File: config.mk
export PLATFORM = sky130hd
export DESIGN_NAME = multicycle_maindec
export DESIGN_NICKNAME = d
export VERILOG_FILES = /design/src/rtl/multicycle_maindec.sv
export SDC_FILE = /design/constraint.sdc
export NUM_CORES = 1
export LEC_CHECK = 0
export BUFFER_PORTS_ARGS = -buffer_cell sky130_fd_sc_hd__buf_2
export CORE_MARGIN = 5
export CORE_UTILIZATION = 52
export DETAILED_ROUTE_END_ITERATION = 8
export MAX_ROUTING_LAYER = met4
export PLACE_DENSITY = 0.86
export SKIP_LAST_GASP = 1
export SYNTH_ARGS = -nofsm -noshare
export SYNTH_HDL_FRONTEND = slang
export SYNTH_SLANG_ARGS = --single-unit
export TNS_END_PERCENT = 100
File: constraint.sdc
create_clock -name clk -period 1.96 [get_ports clk]
set_input_delay 0 -clock clk [delete_from_list [all_inputs] [get_ports clk]]
set_output_delay 0 -clock clk [all_outputs]
set_load 0.01 [all_outputs]
File: src/rtl/multicycle_maindec.sv
// Multicycle RV32I main decoder: Moore FSM sequencing one instruction over a shared ALU and memory port.
// Define MAINFSM_INSTRET_EN to build the retired-instruction counter (instret, CNT_W bits).
module multicycle_maindec #(
  parameter int MEM_TIMEOUT = 16
`ifdef MAINFSM_INSTRET_EN
  ,
  parameter int CNT_W = 32
`endif
) (
  input  logic       clk,
  input  logic       reset,
  input  logic [6:0] op,
  input  logic       mem_ready,
  input  logic       trap_ack,
  output logic       mem_req,
  output logic       IRWrite,
  output logic       PCUpdate,
  output logic       Branch,
  output logic       RegWrite,
  output logic       MemWrite,
  output logic       AdrSrc,
  output logic [1:0] ALUSrcA,
  output logic [1:0] ALUSrcB,
  output logic [1:0] ResultSrc,
  output logic [1:0] ALUOp,
  output logic [2:0] ImmSrc,
  output logic       trap,
  output logic [1:0] trap_cause
`ifdef MAINFSM_INSTRET_EN
  ,
  output logic [CNT_W-1:0] instret
`endif
);

  localparam logic [6:0] OP_LOAD   = 7'b0000011;
  localparam logic [6:0] OP_STORE  = 7'b0100011;
  localparam logic [6:0] OP_RTYPE  = 7'b0110011;
  localparam logic [6:0] OP_ITYPE  = 7'b0010011;
  localparam logic [6:0] OP_BRANCH = 7'b1100011;
  localparam logic [6:0] OP_JAL    = 7'b1101111;
  localparam logic [6:0] OP_JALR   = 7'b1100111;
  localparam logic [6:0] OP_LUI    = 7'b0110111;
  localparam logic [6:0] OP_AUIPC  = 7'b0010111;
  localparam logic [6:0] OP_FENCE  = 7'b0001111;
  localparam logic [6:0] OP_SYSTEM = 7'b1110011;

  // The wait counter only ever holds 0..MEM_TIMEOUT-1; the trap fires on the cycle it would reach the limit.
  localparam int WW = (MEM_TIMEOUT > 1) ? $clog2(MEM_TIMEOUT) : 1;
  localparam logic [WW-1:0] LIMIT = WW'(MEM_TIMEOUT - 1);

  typedef enum logic [3:0] {
    FETCH, DECODE, MEMADR, MEMREAD, MEMWB, MEMWRITE, EXECR, EXECI,
    ALUWB, BRANCH, JAL, JALR, LUI, AUIPC, TRAP
  } state_t;

  state_t          state;
  logic [WW-1:0]   waitcnt;
  logic            mem_timeout;

  assign mem_timeout = !mem_ready && (waitcnt == LIMIT);

`ifdef MAINFSM_INSTRET_EN
  logic retire;
  assign retire = (state == MEMWB) || (state == ALUWB) || (state == BRANCH) ||
                  ((state == MEMWRITE) && mem_ready) ||
                  ((state == DECODE) && (op == OP_FENCE));
`endif

  always_ff @(posedge clk) begin
    if (reset) begin
      state      <= FETCH;
      waitcnt    <= '0;
      trap       <= 1'b0;
      trap_cause <= 2'd0;
`ifdef MAINFSM_INSTRET_EN
      instret    <= '0;
`endif
    end else begin
      waitcnt <= '0;
`ifdef MAINFSM_INSTRET_EN
      if (retire) instret <= instret + CNT_W'(1);
`endif
      case (state)
        FETCH: begin
          if (mem_ready) state <= DECODE;
          else if (mem_timeout) begin
            state      <= TRAP;
            trap       <= 1'b1;
            trap_cause <= 2'd3;
          end else waitcnt <= waitcnt + WW'(1);
        end
        DECODE: begin
          case (op)
            OP_LOAD, OP_STORE: state <= MEMADR;
            OP_RTYPE:          state <= EXECR;
            OP_ITYPE:          state <= EXECI;
            OP_BRANCH:         state <= BRANCH;
            OP_JAL:            state <= JAL;
            OP_JALR:           state <= JALR;
            OP_LUI:            state <= LUI;
            OP_AUIPC:          state <= AUIPC;
            OP_FENCE:          state <= FETCH;
            OP_SYSTEM: begin
              state      <= TRAP;
              trap       <= 1'b1;
              trap_cause <= 2'd2;
            end
            default: begin
              state      <= TRAP;
              trap       <= 1'b1;
              trap_cause <= 2'd1;
            end
          endcase
        end
        MEMADR: state <= (op == OP_STORE) ? MEMWRITE : MEMREAD;
        MEMREAD: begin
          if (mem_ready) state <= MEMWB;
          else if (mem_timeout) begin
            state      <= TRAP;
            trap       <= 1'b1;
            trap_cause <= 2'd3;
          end else waitcnt <= waitcnt + WW'(1);
        end
        MEMWRITE: begin
          if (mem_ready) state <= FETCH;
          else if (mem_timeout) begin
            state      <= TRAP;
            trap       <= 1'b1;
            trap_cause <= 2'd3;
          end else waitcnt <= waitcnt + WW'(1);
        end
        MEMWB, ALUWB, BRANCH: state <= FETCH;
        EXECR, EXECI, LUI, AUIPC, JAL: state <= ALUWB;
        JALR: state <= JAL;
        TRAP: begin
          if (trap_ack) begin
            state      <= FETCH;
            trap       <= 1'b0;
            trap_cause <= 2'd0;
          end
        end
        default: begin
          state      <= FETCH;
          trap       <= 1'b0;
          trap_cause <= 2'd0;
        end
      endcase
    end
  end

  // Moore decode; only the FETCH strobes look at mem_ready directly.
  always_comb begin
    mem_req   = 1'b0;
    IRWrite   = 1'b0;
    PCUpdate  = 1'b0;
    Branch    = 1'b0;
    RegWrite  = 1'b0;
    MemWrite  = 1'b0;
    AdrSrc    = 1'b0;
    ALUSrcA   = 2'b00;
    ALUSrcB   = 2'b00;
    ResultSrc = 2'b00;
    ALUOp     = 2'b00;
    case (state)
      FETCH: begin
        mem_req   = 1'b1;
        IRWrite   = mem_ready;
        PCUpdate  = mem_ready;
        ALUSrcB   = 2'b10;
        ResultSrc = 2'b10;
      end
      DECODE, AUIPC: begin
        ALUSrcA = 2'b01;
        ALUSrcB = 2'b01;
      end
      MEMADR, JALR: begin
        ALUSrcA = 2'b10;
        ALUSrcB = 2'b01;
      end
      MEMREAD: begin
        mem_req = 1'b1;
        AdrSrc  = 1'b1;
      end
      MEMWB: begin
        ResultSrc = 2'b01;
        RegWrite  = 1'b1;
      end
      MEMWRITE: begin
        mem_req  = 1'b1;
        MemWrite = 1'b1;
        AdrSrc   = 1'b1;
      end
      EXECR: begin
        ALUSrcA = 2'b10;
        ALUOp   = 2'b10;
      end
      EXECI: begin
        ALUSrcA = 2'b10;
        ALUSrcB = 2'b01;
        ALUOp   = 2'b10;
      end
      ALUWB: RegWrite = 1'b1;
      BRANCH: begin
        ALUSrcA = 2'b10;
        ALUOp   = 2'b01;
        Branch  = 1'b1;
      end
      JAL: begin
        PCUpdate = 1'b1;
        ALUSrcA  = 2'b01;
        ALUSrcB  = 2'b10;
      end
      LUI: begin
        ALUSrcA = 2'b11;
        ALUSrcB = 2'b01;
      end
      default: ;
    endcase
  end

  always_comb begin
    case (op)
      OP_STORE:         ImmSrc = 3'b001;
      OP_BRANCH:        ImmSrc = 3'b010;
      OP_JAL:           ImmSrc = 3'b011;
      OP_LUI, OP_AUIPC: ImmSrc = 3'b100;
      default:          ImmSrc = 3'b000;
    endcase
  end

endmodule

# Word-level counts from Yosys, hierarchy flattened
# Cells that the tools add are included.
# totals
reg_bits	11
inputBits	11
wordCells	85
# op_classes
n_addsub	1
eq_ne	30
muxes	30
bitwise	2
n_reduce_logical	18
# op_table
operator	count
$pmux 4 s9	1
$eq 4x4->1 const B	8
$pmux 4 s8	1
$eq 7x7->1 const B	4
$eq 7x6->1 const B	3
$mux 4	5
$reduce_or 10->1	2
$eq 4x3->1 const B	4
$pmux 2 s2	4
$eq 7x5->1 const B	2
$pmux 3 s4	1
$reduce_or 2->1	6
$mux 1	10
$reduce_or 5->1	2
$eq 4x2->1 const B	2
$pmux 2 s4	1
$eq 7x2->1 const B	1
$eq 7x4->1 const B	1
$mux 2	3
$ne 2x2->1 const B	3
$pmux 2 s3	1
$reduce_or 3->1	2
$reduce_or 6->1	1
$reduce_and 5->1	1
11 further kinds	12

# Longest topological paths before layout
# Gate-level depths: netlist (run 1).
# logic_depth
ltp_word	5
mapped_depth	6

# Least setup slack after synthesis (run 1)
# No wires, ideal clock.
# synth_timing
path_kind	flip-flop to flip-flop
startpoint	register waitcnt[0]
endpoint	register waitcnt[2]
arrival_ns	1.472
path_slack_ns	0.423
stages_incl_launch_ff	6
n_path_buf	0
synth_period_minus_slack_ns	1.537
cell_sequence	dfxtp_1 ha_1 and3_1 or3_1 or3_1 nor2_1
# synth_between
elab_chain_cells	3
elab_cells_between_ends	4
classes_between	add/sub: 1; eq/ne: 1; reduce/logical: 2
# synth_rtl
item	line_no	text
start: declaration	57	logic [WW-1:0] waitcnt;
start signal: assignment	90	end else waitcnt <= waitcnt + WW'(1);
start signal: assignment	122	end else waitcnt <= waitcnt + WW'(1);
start signal: assignment	130	end else waitcnt <= waitcnt + WW'(1);
$eq 4x4->1	60	assign mem_timeout = !mem_ready && (waitcnt == LIMIT);
$logic_and 1x1->1	60	
$reduce_or 4->1 (no line)	n/a	
# Several ways; a longest one is shown, not always the timed one.
# A chain may end at the register's enable or synchronous reset.

# Worst setup path in the final report (run 1)
# layout_timing
startpoint	register state[1]
endpoint	output port ALUSrcA[1]
# layout_between
elab_chain_cells	3
elab_cells_between_ends	12
classes_between	eq/ne: 9; mux: 1; reduce/logical: 2
# layout_rtl
item	line_no	text
start: declaration	56	state_t state;
start signal: assignment	115	MEMADR: state <= (op == OP_STORE) ? MEMWRITE : MEMREAD;
$eq 4x4->1, or another cell as far along	164	case (state)
$reduce_or 5->1 (no line) / $reduce_or 3->1 (equally long branches)	n/a	
$pmux 2 s3 (*)	164	
end: declaration	22	output logic [1:0] ALUSrcA,
# Every way passes the cells marked *; elsewhere a longest branch is shown, timed or not.

==> out/summary.md, run 1 <==
### Hold path
• number of cells on the worst hold path: 3
• worst hold-check path type: primary input to register
• Hold EP: state[0]
• worst min-delay path startpoint: op[3]

### Clocking
• total clock buffers created by CTS: 3
• number of cells upsized or downsized after cts: 0
• clock tree from TritonCTS: done
• worst-skew pair later-pin latency: 0.28 ns
• maximum buffer depth of the clock tree: 2
• H-tree lvl count: 1
• clock edge transition at the registers on the reported setup and hold paths: 0.08 ns
• Root Driver: clkbuf_4
• post-CTS setup buffer count: 0
• TritonCTS Sinks: 11

### Die
• number of I/O pins: 32
• area of the die: 0.00326 mm2
• starting density of the core: 53.2%
• die extent in x: 57.1 um
• Core Region: 0.00217 mm2
• number of standard-cell rows in the floorplan: 17
• die outline height: 57.1 um

### Setup path
• Top delay family on crit path: flip-flops
• R2R depth: 5
• critical path required time: 1.96 ns
• start-to-end type of the worst setup path: register to output port
• endpoint of the most critical register-to-register path: state[1]
• Setup crit start kind: register
• FF-to-FF Start: state[0]
• number of buffer and inverter stages on the critical path: 2
• CP Cell Sequence: buf_4 > nand2b_1 > o21ai_0 > a221o_1 > buf_2
• Critical Path Sink Type: output port
• CP arrival: 1.83 ns
• biggest cell delay along the critical path: 0.54 ns
• largest fanout on the critical path: 11
• Worst R2R Setup Slack: 0.18 ns
• slowest cell on the critical path: dfxtp_1

### Yosys
• Synth Register Bits: 11
• post-synth net total: 172
• cell count after synthesis: 160
• number of flops mapped to enable cells by yosys: 0
• dominant cells by area after synthesis: dfxtp_1, nor2_1, a21oi_1
• post-synthesis sequential area ratio: 19.1%
• Cell variety after synth: 52
• post-synthesis average cell area: 7.22 um2
• synthesis warning total: 0
• asr flop ratio synth: 0%
• most used standard cells in the synthesized netlist: nor2_1, a21oi_1, dfxtp_1
• prevailing post-synth register cell: dfxtp_1
• library cell occupying the most area in the post-synthesis netlist: dfxtp_1
• most used standard cell by instance count after synthesis: nor2_1
• post-synthesis instance area: 0.00115 mm2
• area fraction of the dominant cell type after synthesis: 19.1%

### Power
• cell internal pwr: 0.000781 W
• final total power: 0.00150 W
• sw power: 0.000721 W
• leakage power: 0.597 nW
• combinational share of power: 63.8%
• Switching Fraction: 48.0%
• relative contribution of the clock network to total power: 10.9%
• peak supply drop: 463 uV
• part of the power in registers: 25.2%
• P per Cell Area: 1130 mW/mm2

### Global routing
• largest net degree at the start of global routing: 15
• global route overflow: 0
• met2 GRT Util: 30.3%
• via count of the first global-routing pass: 1157
• global routing usage summed across all routing layers: 19.5%
• number of antenna violations at the first check in global routing: 0
• wire length of the first global-routing pass: 5.00 mm
• met1 demand-to-capacity share in global routing: 23.7%
• met3 capacity usage during global routing: 3.85%
• busiest layer in global routing: met2

### Routing
• total number of vias: 1283
• post-route antenna net violation count: 0
• DRC violation total after the first TritonRoute iteration: 66
• first-pass detailed-route iteration total: 4
• wire length reported by the detailed router: 3.01 mm
• # DRC: 0
• drt wl/cell: 14.0 um
• via/cell ratio: 5.97

### Timing
• Max Freq: 545 MHz
• Min Clock Period, post-route: 1.83 ns
• number of hold violations in the final report: 0
• actual transition at the worst max-transition pin: 0.544 ns
• Final Max Tran Viols: 0
• post-route setup slack: 0.125 ns
• Setup-failing EPs final: 0
• post-route worst hold slack: 0.153 ns
• tightest slew margin relative to the limit: 63.7%
• final cycle utilization of the critical path: 93.6%
• setup TNS: 0 ns
• worst-case clock skew: 0.00364 ns
• RSZ-0062 raised after global routing: false

### Placement
• HPWL after detailed placement: 2.36 mm
• area post-placement: 0.00130 mm2
• pre-CTS setup slack: 0.245 ns
• routability congestion estimate: 0.960
• number of buffers inserted by port buffering: 31

### Finish
• Filler Cells Inserted: 216
• Syn-to-layout area delta: 15.6%
• share of post-route cells with drive strength above 1: 27.3%
• ANT cells: 0
• Final Net Count: 200
• final instance area: 0.00134 mm2

### Run
• Max Cap Viol: 0

### Outcome
• result of the run: complete, no violations

==> cells in the final DEF, fill, tap and decap left out, drive strengths merged, types with 2 or more instances in the layout <==
cell type | netlist | routed
xor2 | 3 | 3
and2 | 3 | 3
clkbuf | 2 | 3
a221o | 2 | 2
and3 | 5 | 5
dfxtp | 11 | 11
inv | 8 | 8
nand3 | 3 | 3
nor3b | 2 | 2
xnor2 | 2 | 2
nor3 | 6 | 6
a21boi | 3 | 3
nand2b | 3 | 3
o311ai | 2 | 2
nor2 | 24 | 24
buf | 13 | 37
o211ai | 2 | 2
or4 | 3 | 3
o31ai | 3 | 3
a21oi | 14 | 14
a211oi | 2 | 2
nor2b | 3 | 3
nand2 | 10 | 10
nor4 | 3 | 3
o21ai | 6 | 6
or3 | 7 | 7
==> metrics by stage <==
stage	util, %	cells
after floorplan	-	160
after global placement	59.8	210
after detailed placement	59.8	210
after CTS	61.5	215
after global routing	61.5	215
final	61.5	215
==> tightest hold or removal path: stages <==
cell and delay (ns):
buf_2 0.18, or4_4 0.16, a211oi_2 0.05
==> cell families (layout without fill, tap and decap cells) <==
| family | after synthesis | count (layout) | share of synthesized area (%) |
|---|---|---|---|
| compound gates | 45 | 45 | 27.2 |
| buf+inv | 23 | 50 | 11.1 |
| fa+ha+maj | 2 | 2 | 1.95 |
| xor+xnor | 5 | 5 | 3.79 |
| simple gates | 74 | 74 | 36.9 |
| flops | 11 | 11 | 19.1 |
==> metal layers <==
layer / part of all wire, % / vias up
li1: - / 627
met1: 42 / 585
met2: 49 / 64
met3: 7.1 / 7
met4: 1.8 / 0
met5: 0 / -
==> final cells by class <==
type / instances / area, um2 / area share, %
flip-flops and latches: 11 / 220 / 16.5
clock inverters: 1 / 5.00 / 0.375
repair buffers: 38 / 210 / 15.7
multi-input cells: 126 / 807 / 60.4
inverters: 8 / 35.0 / 2.62
clock buffers: 3 / 22.5 / 1.69
well taps: 28 / 35.0 / 2.62
==> power by group through the flow <==
stage	Clock, W	Combinational [W]	Sequential [W]
after floorplan	0	0.000742	0.000333
after global placement	0	0.000935	0.000376
after detailed placement	0	0.000953	0.000381
after CTS	0.000162	0.000957	0.000376
after global routing	0.000182	0.00106	0.000391
final	0.000164	0.000959	0.000379
==> registers in the layout, indices dropped and copies added (netlist names) <==
name        flops
state           4
trap            1
trap_cause      2
waitcnt         4
==> worst max path at each step <==
stage | from | endpoint | slack [ns] | cells after the start
floorplan | waitcnt[0] | waitcnt[2] | 0.42 | 5
global placement | state[1] | state[1] | 0.23 | 6
detailed placement | state[1] | state[1] | 0.25 | 6
CTS | state[1] | ALUSrcA[1] | 0.14 | 5
global route | state[1] | ALUSrcB[0] | 0.008 | 6
finish | state[1] | ALUSrcA[1] | 0.13 | 5
==> repair_timing <==
action	in CTS	in global routing
hold buffers	1	0
hold endpoints to repair	3	0
endpoints found under the setup margin	0	0
No activity file was read; power rests on OpenSTA's default activity.
==> run 2, diff against run 1 <==
--- a/config.mk
+++ b/config.mk
@@ -7,10 +7,10 @@
 export LEC_CHECK = 0
 export BUFFER_PORTS_ARGS = -buffer_cell sky130_fd_sc_hd__buf_2
 export CORE_MARGIN = 5
-export CORE_UTILIZATION = 52
+export CORE_UTILIZATION = 30
 export DETAILED_ROUTE_END_ITERATION = 8
 export MAX_ROUTING_LAYER = met4
-export PLACE_DENSITY = 0.86
+export PLACE_DENSITY = 0.58
 export SKIP_LAST_GASP = 1
 export SYNTH_ARGS = -nofsm -noshare
 export SYNTH_HDL_FRONTEND = slang
==> out/summary.md, run 2 (synthesized netlist as in run 1, its figures left out) <==
### Outcome
• result of the run: complete, no violations

### Setup path
• CP arrival: 1.80 ns, -0.03 ns
• R2R depth: 5, unchanged
• Worst R2R Setup Slack: 0.25 ns, +0.07 ns
• startpoint of the most critical setup path: state[1]
• endpoint of the most critical register-to-register path: trap_cause[1]
• Setup crit start kind: register
• worst setup path endpoint: ALUSrcA[1]
• FF-to-FF Start: state[0]
• largest fanout on the critical path: 8, -3
• Critical Path Sink Type: output port
• start-to-end type of the worst setup path: register to output port
• critical path required time: 1.96 ns, about the same

### Placement
• routability congestion estimate: 0.815, -15%
• HPWL after detailed placement: 2.32 mm, -1.6%
• number of buffers inserted by port buffering: 31, unchanged

### Clocking
• maximum buffer depth of the clock tree: 2, unchanged
• clock edge transition at the registers on the reported setup and hold paths: 0.05 ns, -0.03 ns
• clock tree from TritonCTS: done
• worst-skew pair later-pin latency: 0.25 ns, -0.03 ns
• H-tree lvl count: 1, unchanged
• total clock buffers created by CTS: 3, unchanged
• hold_buf cts: 0, -1
• Root Driver: clkbuf_8
• TritonCTS Sinks: 11, unchanged

### Global routing
• via count of the first global-routing pass: 1184, +2.3%
• global routing usage summed across all routing layers: 12.5%, -6.9 points
• wire length of the first global-routing pass: 5.26 mm, +5.2%
• number of antenna violations at the first check in global routing: 0, unchanged
• global route overflow: 0, unchanged
• largest net degree at the start of global routing: 22, +7

### Timing
• number of hold violations in the final report: 0, unchanged
• post-route worst hold slack: 0.00565 ns, -0.147 ns
• Setup-failing EPs final: 0, unchanged
• setup TNS: 0 ns, unchanged
• tightest slew margin relative to the limit: 67.9%, +4.2 points
• actual transition at the worst max-transition pin: 0.481 ns, -0.0634 ns
• worst-case clock skew: 0.00283 ns, -0.000816 ns
• RSZ-0062 raised after global routing: false
• Min Clock Period, post-route: 1.80 ns, -0.0335 ns
• Max Freq: 555 MHz, +1.9%
• Final Max Tran Viols: 0, unchanged
• final cycle utilization of the critical path: 91.9%, -1.7 points

### Power
• peak supply drop: 241 uV, -48%
• leakage power: 0.607 nW, +1.6%
• final total power: 0.00158 W, +5.4%
• P per Cell Area: 1150 mW/mm2, +2.2%

### Finish
• Filler Cells Inserted: 433, +100%
• Syn-to-layout area delta: 19.3%
• Final Net Count: 200, unchanged
• largest registers: state x4, waitcnt x4, trap_cause x2
• top library cells by usage in the layout, fill and taps aside: buf_2, nor2_1, a21oi_1
• leading cell type in the layout, fill and taps excluded: buf_2
• share of post-route cells with drive strength above 1: 28.3%, +1.1 points
• ANT cells: 0, unchanged

### Die
• die outline height: 72.0 um, +26%
• die extent in x: 72.0 um, +26%
• Core Region: 0.00369 mm2, +70%
• number of standard-cell rows in the floorplan: 22, +5
• area of the die: 0.00519 mm2, +59%
• starting density of the core: 31.3%, -22 points
• number of I/O pins: 32, unchanged

### Hold path
• worst min-delay path startpoint: reset
• worst hold-check path type: primary input to register

### Run
• Max Cap Viol: 0, unchanged

### Routing
• first-pass detailed-route iteration total: 4, unchanged
• # DRC: 0, unchanged
• total number of vias: 1207, -5.9%
• drt wl/cell: 12.7 um, -9.1%
• via/cell ratio: 5.14, -14%
• DRC violation total after the first TritonRoute iteration: 62, -6.1%
• post-route antenna net violation count: 0, unchanged
• wire length reported by the detailed router: 2.99 mm, -0.70%

run 2: changes by cell type in the layout (fill, tap and decap cells not counted):
cell / before / now
dfxtp_2: 0 / 1
clkbuf_8: 0 / 3
dfxtp_1: 11 / 10
clkbuf_4: 3 / 0
dlygate4sd3_1: 1 / 0
buf_4: 6 / 7
run 2: final cells by class:
| class | count | area, um2 | share of cell area (%) |
|---|---|---|---|
| Timing Repair Buffer | 38 | 208 | 15.1 |
| Tap cell | 48 | 60.1 | 4.36 |
| Clock buffer | 3 | 41.3 | 3.00 |
| Multi-Input combinational cell | 126 | 807 | 58.6 |
| Inverter | 8 | 35.0 | 2.54 |
| Sequential cell | 11 | 221 | 16.1 |
| Clock inverter | 1 | 5.00 | 0.363 |
run 2: per-layer routing:
metal	GRT usage, %	share of wire (%)	routed length, um	vias up
li1	-	-	-	627
met1	17.1	48	1430	546
met4	5.01	1.6	49	0
met5	-	0	0	-
met3	1.39	4.7	140	4
met2	18.8	46	1370	30
run 2: worst max-delay path, stage by stage (launching register included):
cell and delay, ns:
dfxtp_1 0.48, buf_4 0.21, buf_4 0.15, nand2b_1 0.17, o21ai_0 0.10, a221o_1 0.30, buf_2 0.14
run 2: worst min path at each step:
stage / endpoint / cells after the start
floorplan: state[3] / 1
global placement: state[3] / 2
detailed placement: state[3] / 2
CTS: state[3] / 2
global route: state[3] / 2
finish: state[3] / 2
run 2: timing repair:
action                                  in CTS  in global routing
resized for setup                            0                  1
endpoints found under the setup margin       0                  3
setup buffers                                0                  0
run 2: stage by stage:
| step | area (um2) | setup WS [ns] | util [%] | instances |
|---|---|---|---|---|
| after floorplan | 1150 | 0.423 | - | 160 |
| after detailed placement | 1330 | 0.219 | 36.1 | 231 |
| after global placement | 1330 | 0.232 | 36.1 | 231 |
| final | 1380 | 0.159 | 37.3 | 235 |
| after global routing | 1380 | 0.0672 | 37.3 | 235 |
| after CTS | 1380 | 0.101 | 37.3 | 235 |
run 2: power by group:
| part | switching (W) | internal [W] | total [W] |
|---|---|---|---|
| sequential | 0.000106 | 0.000282 | 0.000388 |
| clock | 0.000103 | 0.000141 | 0.000244 |
| combinational | 0.000519 | 0.000433 | 0.000951 |
